### src/rtl/ysyx_24090012_lsu_stage_if.sv
// ysyx_24090012_lsu_stage_if: EXU-in, memory req/resp and writeback-out bundle for the LSU stage
//   slave  : the LSU stage (consumes in_*, drives mem request, drives writeback packet)
//   master : the surroundings (EXU, memory, writeback stage)
interface ysyx_24090012_lsu_stage_if #(
  parameter int ADDR_WIDTH = 5,
  parameter int DATA_WIDTH = 32
);
  logic                  in_valid;
  logic                  in_ready;
  logic [ADDR_WIDTH-1:0] in_waddr;
  logic [DATA_WIDTH-1:0] in_alu_result;
  logic [DATA_WIDTH-1:0] in_store_data;
  logic                  in_wen;
  logic                  in_mem_ren;
  logic                  in_mem_wen;
  logic [2:0]            in_funct3;
  logic [31:0]           in_next_pc;
  logic [63:0]           in_num;
  logic                  mem_req_valid;
  logic                  mem_req_ready;
  logic [31:0]           mem_addr;
  logic                  mem_we;
  logic [DATA_WIDTH-1:0] mem_wdata;
  logic [3:0]            mem_wstrb;
  logic                  mem_resp_valid;
  logic [DATA_WIDTH-1:0] mem_rdata;
  logic                  rd_valid;
  logic                  rd_ready;
  logic [ADDR_WIDTH-1:0] waddr;
  logic [DATA_WIDTH-1:0] wdata;
  logic                  wen;
  logic [31:0]           next_pc;
  logic [63:0]           num;
  logic [31:0]           sim_lsu_addr;
  modport slave (
    input  in_valid, in_waddr, in_alu_result, in_store_data, in_wen, in_mem_ren, in_mem_wen,
           in_funct3, in_next_pc, in_num, mem_req_ready, mem_resp_valid, mem_rdata, rd_ready,
    output in_ready, mem_req_valid, mem_addr, mem_we, mem_wdata, mem_wstrb, rd_valid,
           waddr, wdata, wen, next_pc, num, sim_lsu_addr
  );
  modport master (
    output in_valid, in_waddr, in_alu_result, in_store_data, in_wen, in_mem_ren, in_mem_wen,
           in_funct3, in_next_pc, in_num, mem_req_ready, mem_resp_valid, mem_rdata, rd_ready,
    input  in_ready, mem_req_valid, mem_addr, mem_we, mem_wdata, mem_wstrb, rd_valid,
           waddr, wdata, wen, next_pc, num, sim_lsu_addr
  );
endinterface

### src/rtl/ysyx_24090012_lsu_stage.sv
// ysyx_24090012_lsu_stage: single-outstanding load/store stage between EXU and writeback
//   clock, reset : system clock, synchronous active-high reset
//   bus (slave)  : EXU packet in, 32-bit memory req/resp, writeback packet out
module ysyx_24090012_lsu_stage (
  input logic                      clock,
  input logic                      reset,
  ysyx_24090012_lsu_stage_if.slave bus
);
  typedef enum logic [1:0] {IDLE, REQ, WAIT, OUT} state_t;
  state_t      state, state_nxt;
  logic [2:0]  funct3;
  logic        is_mem;
  logic        take;
  logic [1:0]  ea_lo;
  logic [1:0]  off;
  logic [3:0]  st_strb;
  logic [31:0] st_data;
  logic [7:0]  lb;
  logic [15:0] lh;
  logic [31:0] ld_data;
  assign is_mem = bus.in_mem_ren | bus.in_mem_wen;
  assign take   = state == IDLE && bus.in_valid;
  assign ea_lo  = bus.in_alu_result[1:0];
  // sim_lsu_addr holds the unaligned ea of a memory op, so its low bits select the load lane
  assign off    = bus.sim_lsu_addr[1:0];
  assign bus.in_ready      = state == IDLE;
  assign bus.mem_req_valid = state == REQ;
  assign bus.rd_valid      = state == OUT;
  assign st_strb = bus.in_funct3 == 3'b000 ? 4'b0001 << ea_lo :
                   bus.in_funct3 == 3'b001 ? (ea_lo[1] ? 4'b1100 : 4'b0011) : 4'b1111;
  assign st_data = bus.in_funct3 == 3'b000 ? {4{bus.in_store_data[7:0]}} :
                   bus.in_funct3 == 3'b001 ? {2{bus.in_store_data[15:0]}} : bus.in_store_data;
  assign lb = bus.mem_rdata[{off, 3'b000} +: 8];
  assign lh = off[1] ? bus.mem_rdata[31:16] : bus.mem_rdata[15:0];
  assign ld_data = funct3 == 3'b000 ? {{24{lb[7]}}, lb} :
                   funct3 == 3'b001 ? {{16{lh[15]}}, lh} :
                   funct3 == 3'b100 ? {24'b0, lb} :
                   funct3 == 3'b101 ? {16'b0, lh} : bus.mem_rdata;
  always_ff @(posedge clock) state <= reset ? IDLE : state_nxt;
  always_comb begin
    state_nxt = state;
    case (state)
      IDLE:    if (bus.in_valid) state_nxt = is_mem ? REQ : OUT;
      REQ:     if (bus.mem_req_ready) state_nxt = WAIT;
      WAIT:    if (bus.mem_resp_valid) state_nxt = OUT;
      default: if (bus.rd_ready) state_nxt = IDLE;
    endcase
  end
  always_ff @(posedge clock) begin
    if (reset) begin
      funct3           <= '0;
      bus.waddr        <= '0;
      bus.wdata        <= '0;
      bus.wen          <= 1'b0;
      bus.next_pc      <= '0;
      bus.num          <= '0;
      bus.sim_lsu_addr <= '0;
      bus.mem_addr     <= '0;
      bus.mem_we       <= 1'b0;
      bus.mem_wdata    <= '0;
      bus.mem_wstrb    <= '0;
    end else if (take) begin
      funct3           <= bus.in_funct3;
      bus.waddr        <= bus.in_waddr;
      bus.wdata        <= bus.in_alu_result;
      bus.wen          <= bus.in_wen & ~bus.in_mem_wen;
      bus.next_pc      <= bus.in_next_pc;
      bus.num          <= bus.in_num;
      bus.sim_lsu_addr <= is_mem ? bus.in_alu_result : '0;
      bus.mem_addr     <= is_mem ? {bus.in_alu_result[31:2], 2'b00} : '0;
      bus.mem_we       <= bus.in_mem_wen;
      bus.mem_wdata    <= bus.in_mem_wen ? st_data : '0;
      bus.mem_wstrb    <= bus.in_mem_wen ? st_strb : 4'b0000;
    end else if (state == WAIT && bus.mem_resp_valid && !bus.mem_we) begin
      bus.wdata        <= ld_data;
    end
  end
endmodule

### src/flat_wrapper.sv
// flat-port wrapper written by rule: the top's interface ports become plain ports
module ysyx_24090012_lsu_stage_flat 
  (clock, reset, bus_in_valid, bus_in_waddr, bus_in_alu_result, bus_in_store_data, bus_in_wen, bus_in_mem_ren, bus_in_mem_wen, bus_in_funct3, bus_in_next_pc, bus_in_num, bus_mem_req_ready, bus_mem_resp_valid, bus_mem_rdata, bus_rd_ready, bus_in_ready, bus_mem_req_valid, bus_mem_addr, bus_mem_we, bus_mem_wdata, bus_mem_wstrb, bus_rd_valid, bus_waddr, bus_wdata, bus_wen, bus_next_pc, bus_num, bus_sim_lsu_addr);
  ysyx_24090012_lsu_stage_if bus_i ();
  input logic clock;
  input logic reset;
  input wire logic [$bits(bus_i.in_valid)-1:0] bus_in_valid;
  input wire logic [$bits(bus_i.in_waddr)-1:0] bus_in_waddr;
  input wire logic [$bits(bus_i.in_alu_result)-1:0] bus_in_alu_result;
  input wire logic [$bits(bus_i.in_store_data)-1:0] bus_in_store_data;
  input wire logic [$bits(bus_i.in_wen)-1:0] bus_in_wen;
  input wire logic [$bits(bus_i.in_mem_ren)-1:0] bus_in_mem_ren;
  input wire logic [$bits(bus_i.in_mem_wen)-1:0] bus_in_mem_wen;
  input wire logic [$bits(bus_i.in_funct3)-1:0] bus_in_funct3;
  input wire logic [$bits(bus_i.in_next_pc)-1:0] bus_in_next_pc;
  input wire logic [$bits(bus_i.in_num)-1:0] bus_in_num;
  input wire logic [$bits(bus_i.mem_req_ready)-1:0] bus_mem_req_ready;
  input wire logic [$bits(bus_i.mem_resp_valid)-1:0] bus_mem_resp_valid;
  input wire logic [$bits(bus_i.mem_rdata)-1:0] bus_mem_rdata;
  input wire logic [$bits(bus_i.rd_ready)-1:0] bus_rd_ready;
  output wire logic [$bits(bus_i.in_ready)-1:0] bus_in_ready;
  output wire logic [$bits(bus_i.mem_req_valid)-1:0] bus_mem_req_valid;
  output wire logic [$bits(bus_i.mem_addr)-1:0] bus_mem_addr;
  output wire logic [$bits(bus_i.mem_we)-1:0] bus_mem_we;
  output wire logic [$bits(bus_i.mem_wdata)-1:0] bus_mem_wdata;
  output wire logic [$bits(bus_i.mem_wstrb)-1:0] bus_mem_wstrb;
  output wire logic [$bits(bus_i.rd_valid)-1:0] bus_rd_valid;
  output wire logic [$bits(bus_i.waddr)-1:0] bus_waddr;
  output wire logic [$bits(bus_i.wdata)-1:0] bus_wdata;
  output wire logic [$bits(bus_i.wen)-1:0] bus_wen;
  output wire logic [$bits(bus_i.next_pc)-1:0] bus_next_pc;
  output wire logic [$bits(bus_i.num)-1:0] bus_num;
  output wire logic [$bits(bus_i.sim_lsu_addr)-1:0] bus_sim_lsu_addr;
  assign bus_i.in_valid = bus_in_valid;
  assign bus_i.in_waddr = bus_in_waddr;
  assign bus_i.in_alu_result = bus_in_alu_result;
  assign bus_i.in_store_data = bus_in_store_data;
  assign bus_i.in_wen = bus_in_wen;
  assign bus_i.in_mem_ren = bus_in_mem_ren;
  assign bus_i.in_mem_wen = bus_in_mem_wen;
  assign bus_i.in_funct3 = bus_in_funct3;
  assign bus_i.in_next_pc = bus_in_next_pc;
  assign bus_i.in_num = bus_in_num;
  assign bus_i.mem_req_ready = bus_mem_req_ready;
  assign bus_i.mem_resp_valid = bus_mem_resp_valid;
  assign bus_i.mem_rdata = bus_mem_rdata;
  assign bus_i.rd_ready = bus_rd_ready;
  assign bus_in_ready = bus_i.in_ready;
  assign bus_mem_req_valid = bus_i.mem_req_valid;
  assign bus_mem_addr = bus_i.mem_addr;
  assign bus_mem_we = bus_i.mem_we;
  assign bus_mem_wdata = bus_i.mem_wdata;
  assign bus_mem_wstrb = bus_i.mem_wstrb;
  assign bus_rd_valid = bus_i.rd_valid;
  assign bus_waddr = bus_i.waddr;
  assign bus_wdata = bus_i.wdata;
  assign bus_wen = bus_i.wen;
  assign bus_next_pc = bus_i.next_pc;
  assign bus_num = bus_i.num;
  assign bus_sim_lsu_addr = bus_i.sim_lsu_addr;
  ysyx_24090012_lsu_stage u_core (.clock(clock), .reset(reset), .bus(bus_i));
endmodule
### config.mk
export PLATFORM = sky130hd
export DESIGN_NAME = ysyx_24090012_lsu_stage_flat
export DESIGN_NICKNAME = d
export VERILOG_FILES = /design/src/rtl/ysyx_24090012_lsu_stage_if.sv /design/src/rtl/ysyx_24090012_lsu_stage.sv /design/src/flat_wrapper.sv
export SDC_FILE = /design/constraint.sdc
export NUM_CORES = 1
export LEC_CHECK = 0
export ABC_AREA = 1
export CORE_AREA = 2 2 171 173
export CTS_CLUSTER_SIZE = 40
export DETAILED_ROUTE_END_ITERATION = 7
export DIE_AREA = 0 0 173 175
export GPL_ROUTABILITY_DRIVEN = 1
export GPL_TIMING_DRIVEN = 0
export MAX_ROUTING_LAYER = met4
export PLACE_DENSITY = 0.76
export SLEW_MARGIN = 0
export SYNTH_ARGS = -nofsm -noshare
export SYNTH_HDL_FRONTEND = slang
export SYNTH_SLANG_ARGS = --single-unit
### constraint.sdc
create_clock -name clock -period 1.6 [get_ports clock]
set_input_delay 0.32 -clock clock [delete_from_list [all_inputs] [get_ports clock]]
set_output_delay 0.32 -clock clock [all_outputs]
set_load 0.005 [all_outputs]
Word-level counts from Yosys, hierarchy flattened
Index checks and enable logic that the tools add are counted.
{"block": "word_totals", "register_bits": 240, "in_bits": 209, "output_inout_bits": 238}
{"block": "op_classes", "eq_ne": 10, "shifts": 2, "muxes": 22, "n_bitwise": 3, "n_reduce_logical": 10}
{"op": "two-way mux 32 bit", "n": 11}
{"op": "indexed part select 32 x 6 -> 8 bit", "n": 1}
{"op": "two-way mux 16 bit", "n": 1}
{"op": "two-way mux 4 bit", "n": 4}
{"op": "two-way mux 2 bit", "n": 5}
{"op": "== test 3 x 1 -> 1 bit, second input constant", "n": 2}
{"op": "== test 3 bit, second input constant", "n": 2}
{"op": "zero test 3 bit", "n": 2}
{"op": "inequality test 2 bit, second input constant", "n": 3}
{"op": "case mux 2 bit (3 select lines)", "n": 1}
{"op": "== test 2 bit, second input constant", "n": 2}
{"op": "AND reduction 4 bit", "n": 1}
{"op": "nonzero test 4 bit", "n": 1}
{"op": "left shift 1 x 2 -> 4 bit, first input constant", "n": 1}
{"op": "logical AND 1 bit", "n": 3}
{"op": "== test 2 x 1 -> 1 bit, second input constant", "n": 1}
{"op": "zero test 2 bit", "n": 1}
{"op": "nonzero test 2 bit", "n": 1}
{"op": "bitwise AND 1 bit", "n": 1}
{"op": "zero test 1 bit", "n": 1}
{"op": "NOT 1 bit", "n": 1}
{"op": "OR 1 bit", "n": 1}

Depth between registers and ports, before layout
Gate-level depths: netlist of the first run.
{"block": "logic_depth", "depth_word": 7, "ltp_mapped": 10, "depth_no_buf": 9}

Least setup slack after synthesis of the first run
OpenSTA, ideal clock, no wires.
{"block": "synth_timing", "path_type": "register -> register", "from": "register u_core.state[0]", "to": "register u_core.bus.wdata[25] in the netlist's numbering", "setup_ns": 0.122, "t_arrival_ns": 1.399, "required_time_ns": 1.478, "setup_slack_ns": 0.079, "stages_incl_launch_ff": 9, "n_path_buf": 2, "path_cell_list": "dfxtp_1 inv_1 ha_1 nand2_2 buf_2 buf_2 nor2_1 nor2_1 a21oi_2"}
{"item": "from (decl)", "line_no": "ysyx_24090012_lsu_stage.sv:10", "source": "state_t state, state_nxt;"}
{"item": "from (signal assigned)", "line_no": "ysyx_24090012_lsu_stage.sv:39", "source": "always_ff @(posedge clock) state <= reset ? IDLE : state_nxt;"}
{"item": "zero test 2 bit (*)"}
{"item": "net bus_in_ready", "line_no": "flat_wrapper.sv:21", "source": "output wire logic [$bits(bus_i.in_ready)-1:0] bus_in_ready;"}
{"item": "logical AND 1 bit (*)", "line_no": "ysyx_24090012_lsu_stage.sv:22", "source": "assign take = state == IDLE && bus.in_valid;"}
{"item": "two-way mux 32 bit or nonzero test 2 bit (tied branches)"}
{"item": "to (signal assigned)", "line_no": "ysyx_24090012_lsu_stage.sv:65", "source": "bus.wdata <= bus.in_alu_result;"}
{"item": "to (signal assigned)", "line_no": "ysyx_24090012_lsu_stage.sv:75", "source": "bus.wdata <= ld_data;"}
{"item": "to (decl)", "line_no": "ysyx_24090012_lsu_stage_if.sv:39", "source": "waddr, wdata, wen, next_pc, num, sim_lsu_addr"}
Mark *: on every way through the listed nets, which the timed path passes. The rest lies on a longest branch.
A chain may end at the register's enable or synchronous reset.

Worst setup path in the final report of the first run
{"block": "layout_timing", "from": "register u_core.state[0]", "to": "output bus_mem_req_valid"}
{"block": "layout_via", "elab_chain_cells": 1}
{"item": "== test 2 x 1 -> 1 bit", "line_no": "ysyx_24090012_lsu_stage.sv:27", "source": "assign bus.mem_req_valid = state == REQ;"}
{"item": "to (decl)", "line_no": "flat_wrapper.sv:22", "source": "output wire logic [$bits(bus_i.mem_req_valid)-1:0] bus_mem_req_valid;"}
Every way passes these cells.

==> results.ini, run 1 <==
[outcome]
status = finished with violations
failed_checks = negative setup slack

[cells_and_area]
final_design_area_no_fill_sq_um = 15400
design.final.nets = 2023
area_growth_pct = 66.2
diodes = 0
drive_above_1_share = 0.176

[worst_hold_path]
min_from = bus_in_funct3[0]
hold_path_class = in2reg
min_delay_path_depth = 3
holdPathEnd = u_core.funct3[0]

[timing]
final_period_minus_worst_setup_slack_ps = 1610
relSlewSlack = 0.561
worst_clock_skew_ps = 16.7
max_freq_mhz = 623
maxSlewViolCount = 0
fin_ws_ps = -5.94
grt_setup_unrepaired = true
final_min_period_over_clock_period = 1.00
report.final.setup_viol = 1
worst-slew-pin-transition_ps = 659
setup_total_negative_slack_ps = -5.94
finalHoldViolCount = 0
fin_hold_ws_ps = 293

[power]
p_int_w = 0.0140
leakage_nw = 7.45
irDropWorstVdd_v = 0.000783
share_comb_of_total_power = 0.421
power-per-cell-area_nw_per_um2 = 1440
sw_frac_of_total = 0.364
power.share.clock = 0.256
power_switching_w = 0.00804
seqPwrFrac = 0.323
post-layout-total-power_w = 0.0221

[critical_path]
critical_path_peak_fanout = 3
critical-path-max-stage-delay_ps = 330
worst_setup_path_end_kind = output pin
worstReg2RegEnd = u_core.bus.sim_lsu_addr[28]
critPathArrivalTime_ps = 1290
timing.critical_path.max_delay_family = flip-flops
crit_path_cell_trace = buf_4 > ha_2 > buf_6
path_buf_inv = 2
timing.setup.critical_path_class = reg2out
cp-start-kind = flip-flop
timing.critical_path.slowest_stage_cell = sky130_fd_sc_hd__dfxtp_2
number_of_cells_on_the_worst_reg_to_reg_path = 8
r2r_slack_ps = 20
required_time_of_the_critical_path_ps = 1280
regToRegStartpoint = u_core.state[0]

[die]
chipWidth_um = 173
floorplan.initialDensity = 0.326
floorplan.die_area_sq_um = 30300
io_pins = 447
placeableCoreArea_sq_um = 28400
die_h_um = 175
std_cell_rows = 62

[synth]
synthesis.area_sq_um = 9260
number_of_enable_type_register_cells_in_the_synthesized_netlist = 0
synth.avg_cell_area_sq_um = 7.01
netlist_top_cells_area = sky130_fd_sc_hd__dfxtp_1 45%, sky130_fd_sc_hd__nor2_1 13%, sky130_fd_sc_hd__nand2_1 9.0%
yosys.area.top_type_share = 0.450
synth_top_flop_cell = sky130_fd_sc_hd__dfxtp_1
netlist_instances = 1321
yosys_register_bits = 208
yosysWarnings = 0
netlist_top_cells_count = 330 x sky130_fd_sc_hd__nor2_1, 221 x sky130_fd_sc_hd__nand2_1, 208 x sky130_fd_sc_hd__dfxtp_1
synthMostInstantiatedCell = sky130_fd_sc_hd__nor2_1
synth.lib_cells_used.distinct = 31
yosys.area.top_type = sky130_fd_sc_hd__dfxtp_1
synth.yosys.seq_area_share = 0.450
synth_async_sr_flop_share = 0

[clocking]
cts-root-buf = sky130_fd_sc_hd__clkbuf_16
cts-htree-levels = 1
clkSinkCount = 208
clock_latency_ps = 520
cts-buffers-inserted = 24
cts.path.max_buffers = 3
clkTransAtPathRegs_ps = 60
tritoncts = built

[global_routing]
grt_util_all_layers = 0.247
grt_pass1_wl_um = 57200
grt_max_degree = 14
grt_pass1_vias = 10076
grt_antenna_before_repair = 0
grt_overflow_total = 0

[placement]
dp_hpwl_um = 29800
post_dp_cell_area_sq_um = 14200
place_congestion = 0.948
detailedPlace.worstSlack_ps = -598
placement.io_buffers = 442

[detailed_routing]
via_per_inst = 4.76
dr.pass1.iters = 5
drc = 0
wl_per_cell_um = 17.4
route.antenna.remaining_nets = 0
dr_total_vias = 10522
detailedRoute.firstIterationViolations = 650
postRouteWirelength_um = 38500

[run]
max_cap_violations = 0

==> worst max path at each step <==
stage / from / endpoint / slack (ps) / cells past startpoint
4_1_cts: u_core.state[1] / bus_in_ready / -10 / 3
6_report: u_core.state[0] / bus_mem_req_valid / -6 / 3
2_1_floorplan: u_core.state[0] / u_core.bus.wdata[25] / 80 / 8
5_1_grt: u_core.state[0] / u_core.bus.sim_lsu_addr[28] / -70 / 8
3_3_place_gp: bus_in_valid / u_core.bus.wdata[26] / -550 / 7
3_5_place_dp: bus_in_mem_wen / u_core.bus.sim_lsu_addr[25] / -600 / 6
==> metrics by stage <==
stage / util / std cells
floorplan: - / 1322
global placement: 0.499 / 2148
detailed placement: 0.499 / 2148
CTS: 0.530 / 2205
global route: 0.542 / 2211
finish: 0.542 / 2211
==> cells by family (layout without fill, tap and decap cells) <==
kind of cell    count (synthesis)  after routing  synth area share
buf+inv                       201            706             0.107
simple gates                  619            619             0.270
compound gates                288            288             0.167
other cells                     1              2          0.000405
fa+ha+maj                       4              4           0.00541
flops                         208            208             0.450
==> registers in the layout, summed over array words and instances, names as in the netlist <==
signal,cells
u_core.bus.mem_we,1
u_core.bus.sim_lsu_addr,31
u_core.bus.waddr,5
u_core.bus.mem_wstrb,4
u_core.bus.num,64
u_core.state,2
u_core.bus.next_pc,32
u_core.funct3,3
u_core.bus.wdata,32
u_core.bus.mem_addr,1
u_core.bus.mem_wdata,32
u_core.bus.wen,1
==> metal layers <==
| layer | share of wire | global-route usage |
|---|---|---|
| met1 | 0.41 | 0.293 |
| met2 | 0.49 | 0.431 |
| met3 | 0.069 | 0.0479 |
| met4 | 0.028 | 0.0629 |
| met5 | 0 | - |
==> cell usage in the layout (no fill, tap or decap), types with 32 or more instances in the layout <==
cell                                n
sky130_fd_sc_hd__nand3_1           32
sky130_fd_sc_hd__nor2_1           302
sky130_fd_sc_hd__nor2_2            38
sky130_fd_sc_hd__a21oi_1           78
sky130_fd_sc_hd__buf_4             56
sky130_fd_sc_hd__nand2_1          214
sky130_fd_sc_hd__dfxtp_2           45
sky130_fd_sc_hd__dlygate4sd2_1    230
sky130_fd_sc_hd__clkdlybuf4s50_1  206
sky130_fd_sc_hd__dfxtp_1          159
sky130_fd_sc_hd__o21ai_0          127
sky130_fd_sc_hd__inv_1             77
==> layout make-up <==
type,instances,area (sq um)
tap,384,480
sequential,208,4240
multi-input combinational,913,4350
clock inverter,11,153
inverter,86,338
fill,2817,13000
clock buffer,32,661
buffer,115,808
timing repair buffer,462,4360
==> power groups by stage <==
stage | Combinational (W) | Clock (W) | Sequential [W]
after floorplan | 0.00433 | 0 | 0.00717
after global placement | 0.00891 | 0 | 0.00716
after detailed placement | 0.00906 | 0 | 0.00721
after CTS | 0.00882 | 0.00576 | 0.00712
after global routing | 0.0102 | 0.00597 | 0.00725
final | 0.00930 | 0.00566 | 0.00713
==> repair_timing <==
item                                   CTS  global route
hold buffers                             0             0
endpoints found under the hold margin    0             0
setup endpoints to repair              444           171
resized for setup                      349           136
cloned                                   1             2
pin swaps                                2             6
buffers inserted                        13             4
==> worst reg2reg max path, stage by stage, from the launching register on <==
cell                        delay [ps]
sky130_fd_sc_hd__dfxtp_2           330
sky130_fd_sc_hd__inv_2              90
sky130_fd_sc_hd__ha_4              190
sky130_fd_sc_hd__nand2_8           100
sky130_fd_sc_hd__bufbuf_16         300
sky130_fd_sc_hd__buf_12            140
sky130_fd_sc_hd__nor2_4            100
sky130_fd_sc_hd__a22oi_1            80
sky130_fd_sc_hd__nor2_1            160
(Power assumes the default switching activity.)
==> run 2: changes to the inputs <==
--- a/config.mk
+++ b/config.mk
@@ -7,6 +7,7 @@
 export LEC_CHECK = 0
 export ABC_AREA = 1
 export CORE_AREA = 2 2 171 173
+export CTS_CLUSTER_DIAMETER = 100
 export CTS_CLUSTER_SIZE = 40
 export DETAILED_ROUTE_END_ITERATION = 7
 export DIE_AREA = 0 0 173 175
==> constraint.sdc (replaced) <==
create_clock -name clock -period 1.6 [get_ports clock]
set_input_delay 0.32 -clock clock [delete_from_list [all_inputs] [get_ports clock]]
set_output_delay 0.32 -clock clock [all_outputs]
set_load 0.01 [all_outputs]
==> run 2 against run 1 <==
Effect of this change:
- the flow still finishes with violations (negative setup slack)
- largest cell class unchanged
- critical path type unchanged
- sequential power is essentially flat
- critical endpoint unchanged
- global-route usage shrank 0.55 points
- largest power group unchanged
- final area shrank 4.7%
- combinational power grew 0.8%
- clock skew grew 36 ps
- first-iteration DRC count grew 3.4%
==> results.ini, run 2 (same netlist as run 1, synthesis figures left out) <==
[outcome]
status = finished with violations
failed_checks = negative setup slack

[cells_and_area]
diodes = 0
instances_no_fill = 2173
regArea_sq_um = 4230
final_cell_mix = 312 x sky130_fd_sc_hd__nor2_1, 223 x sky130_fd_sc_hd__dlygate4sd2_1, 221 x sky130_fd_sc_hd__nand2_1
largest_register_ffs = 64
area_growth_pct = 58.5
most_common_cell_after_layout_fill_and_taps_aside = sky130_fd_sc_hd__nor2_1
area_of_the_multi_input_gates_sq_um = 4230
registers.top_by_ff_count = u_core.bus.num
num-fill-cells = 2900
final_design_area_no_fill_sq_um = 14700
design.final.nets = 1998
drive_above_1_share = 0.138

[clocking]
cts-root-buf = sky130_fd_sc_hd__clkbuf_16
cts_hold_buffers = 0
cts-htree-levels = 1
cts-buffers-inserted = 11
clkSinkCount = 208
cts.path.max_buffers = 3
clock_latency_ps = 510
clkTransAtPathRegs_ps = 150
tritoncts = built

[power]
power_switching_w = 0.00817
power.share.clock = 0.174
sw_frac_of_total = 0.409
share_comb_of_total_power = 0.470
p_int_w = 0.0118
power-per-cell-area_nw_per_um2 = 1360
irDropWorstVdd_v = 0.000781
seqPwrFrac = 0.357
leakage_nw = 7.11

[detailed_routing]
postRouteWirelength_um = 37400
dr_total_vias = 10315
via_per_inst = 4.75
drc = 0
detailedRoute.firstIterationViolations = 672
dr.pass1.iters = 5
route.antenna.remaining_nets = 0
wl_per_cell_um = 17.2

[critical_path]
cp-start-kind = flip-flop
worstReg2RegEnd = u_core.bus.wdata[6]
r2r_slack_ps = 20
required_time_of_the_critical_path_ps = 1280
number_of_cells_on_the_worst_reg_to_reg_path = 7
worst_setup_path_end_kind = output pin
regToRegStartpoint = u_core.state[0]
critical_path_peak_fanout = 3
critPathArrivalTime_ps = 1300
timing.setup.critical_path_class = reg2out

[die]
io_pins = 447
placeableCoreArea_sq_um = 28400
floorplan.die_area_sq_um = 30300
floorplan.initialDensity = 0.326
chipWidth_um = 173
die_h_um = 175
std_cell_rows = 62

[timing]
max_freq_mhz = 616
final_period_minus_worst_setup_slack_ps = 1620
report.final.setup_viol = 2
maxSlewViolCount = 0
finalHoldViolCount = 0
worst_clock_skew_ps = 53.0
final_min_period_over_clock_period = 1.01
grt_setup_unrepaired = true
worst-slew-pin-transition_ps = 567
fin_ws_ps = -23.4
relSlewSlack = 0.621

[placement]
post_dp_cell_area_sq_um = 14200
dp.cells = 2148
place_congestion = 0.948
placement.io_buffers = 442
dp_hpwl_um = 29800

[global_routing]
grt_pass1_vias = 9794
grt_overflow_total = 0
grt_util_all_layers = 0.242
grt_pass1_wl_um = 55900
grt_max_degree = 41
grt_antenna_before_repair = 0

[run]
max_cap_violations = 0

[worst_hold_path]
min_delay_path_depth = 3
min_from = bus_in_funct3[0]
hold_path_class = in2reg
holdPathEnd = u_core.funct3[0]

run 2: cell count changes in the layout (fill, tap and decap cells not counted), sizes merged, moves of 4 or more:
cell	before	now
buf	107	96
clkbuf	62	41
clkdlybuf4s15	3	10
clkinv	6	2
dlygate4sd2	230	223
inv	85	90
run 2: through the flow:
| step | total power [W] | hold slack [ps] | utilization | worst slack [ps] | TNS [ps] |
|---|---|---|---|---|---|
| 2_1_floorplan | 0.0120 | 463 | - | 48.5 | 0 |
| 4_1_cts | 0.0198 | 285 | 0.511 | -79.6 | -110 |
| 6_report | 0.0199 | 296 | 0.517 | -23.4 | -46.3 |
| 3_5_place_dp | 0.0167 | 458 | 0.499 | -598 | -81230 |
| 3_3_place_gp | 0.0166 | 452 | 0.499 | -549 | -77600 |
| 5_1_grt | 0.0213 | 331 | 0.517 | -76.3 | -2160 |
run 2: how the worst max path moves through the flow:
| stage | start | endpoint | slack (ps) | cells after the start |
|---|---|---|---|---|
| 2_1_floorplan | u_core.state[0] | u_core.bus.wdata[25] | 50 | 8 |
| 3_3_place_gp | bus_in_valid | u_core.bus.wdata[26] | -550 | 7 |
| 3_5_place_dp | bus_in_mem_wen | u_core.bus.sim_lsu_addr[25] | -600 | 6 |
| 4_1_cts | u_core.state[1] | bus_in_ready | -80 | 3 |
| 5_1_grt | u_core.state[1] | bus_in_ready | -80 | 3 |
| 6_report | u_core.state[0] | bus_mem_req_valid | -20 | 3 |
run 2: final cells by class:
type,count,area share
Buffer,115,0.0553
Clock buffer,11,0.0188
Clock inverter,6,0.00640
Inverter,86,0.0235
Multi-Input combinational cell,913,0.288
Sequential cell,208,0.288
Tap cell,384,0.0328
Timing Repair Buffer,450,0.287
run 2: timing repair:
item,in CTS,in global routing
endpoints found under the setup margin,444,183
pin swaps,1,1
gates resized for setup,353,96
buffers inserted,4,4
run 2: critical path: stages, from the launching register on:
cell                      delay [ps]
sky130_fd_sc_hd__dfxtp_4         390
sky130_fd_sc_hd__buf_6           120
sky130_fd_sc_hd__ha_4            150
sky130_fd_sc_hd__buf_6           120
run 2: metal layers:
| metal | wire, um | up-vias | part of all wire | track usage |
|---|---|---|---|---|
| li1 | - | 5093 | - | - |
| met3 | 2460 | 51 | 0.066 | 0.0444 |
| met1 | 15600 | 4780 | 0.42 | 0.290 |
| met5 | 0 | - | 0 | - |
| met2 | 18500 | 391 | 0.49 | 0.422 |
| met4 | 884 | 0 | 0.024 | 0.0540 |
run 2: power by group through the flow:
stage	sequential [W]	clock, W	combinational (W)
floorplan	0.00759	0	0.00439
global placement	0.00716	0	0.00940
detailed placement	0.00721	0	0.00954
CTS	0.00710	0.00355	0.00916
global route	0.00724	0.00373	0.0103
finish	0.00712	0.00347	0.00937
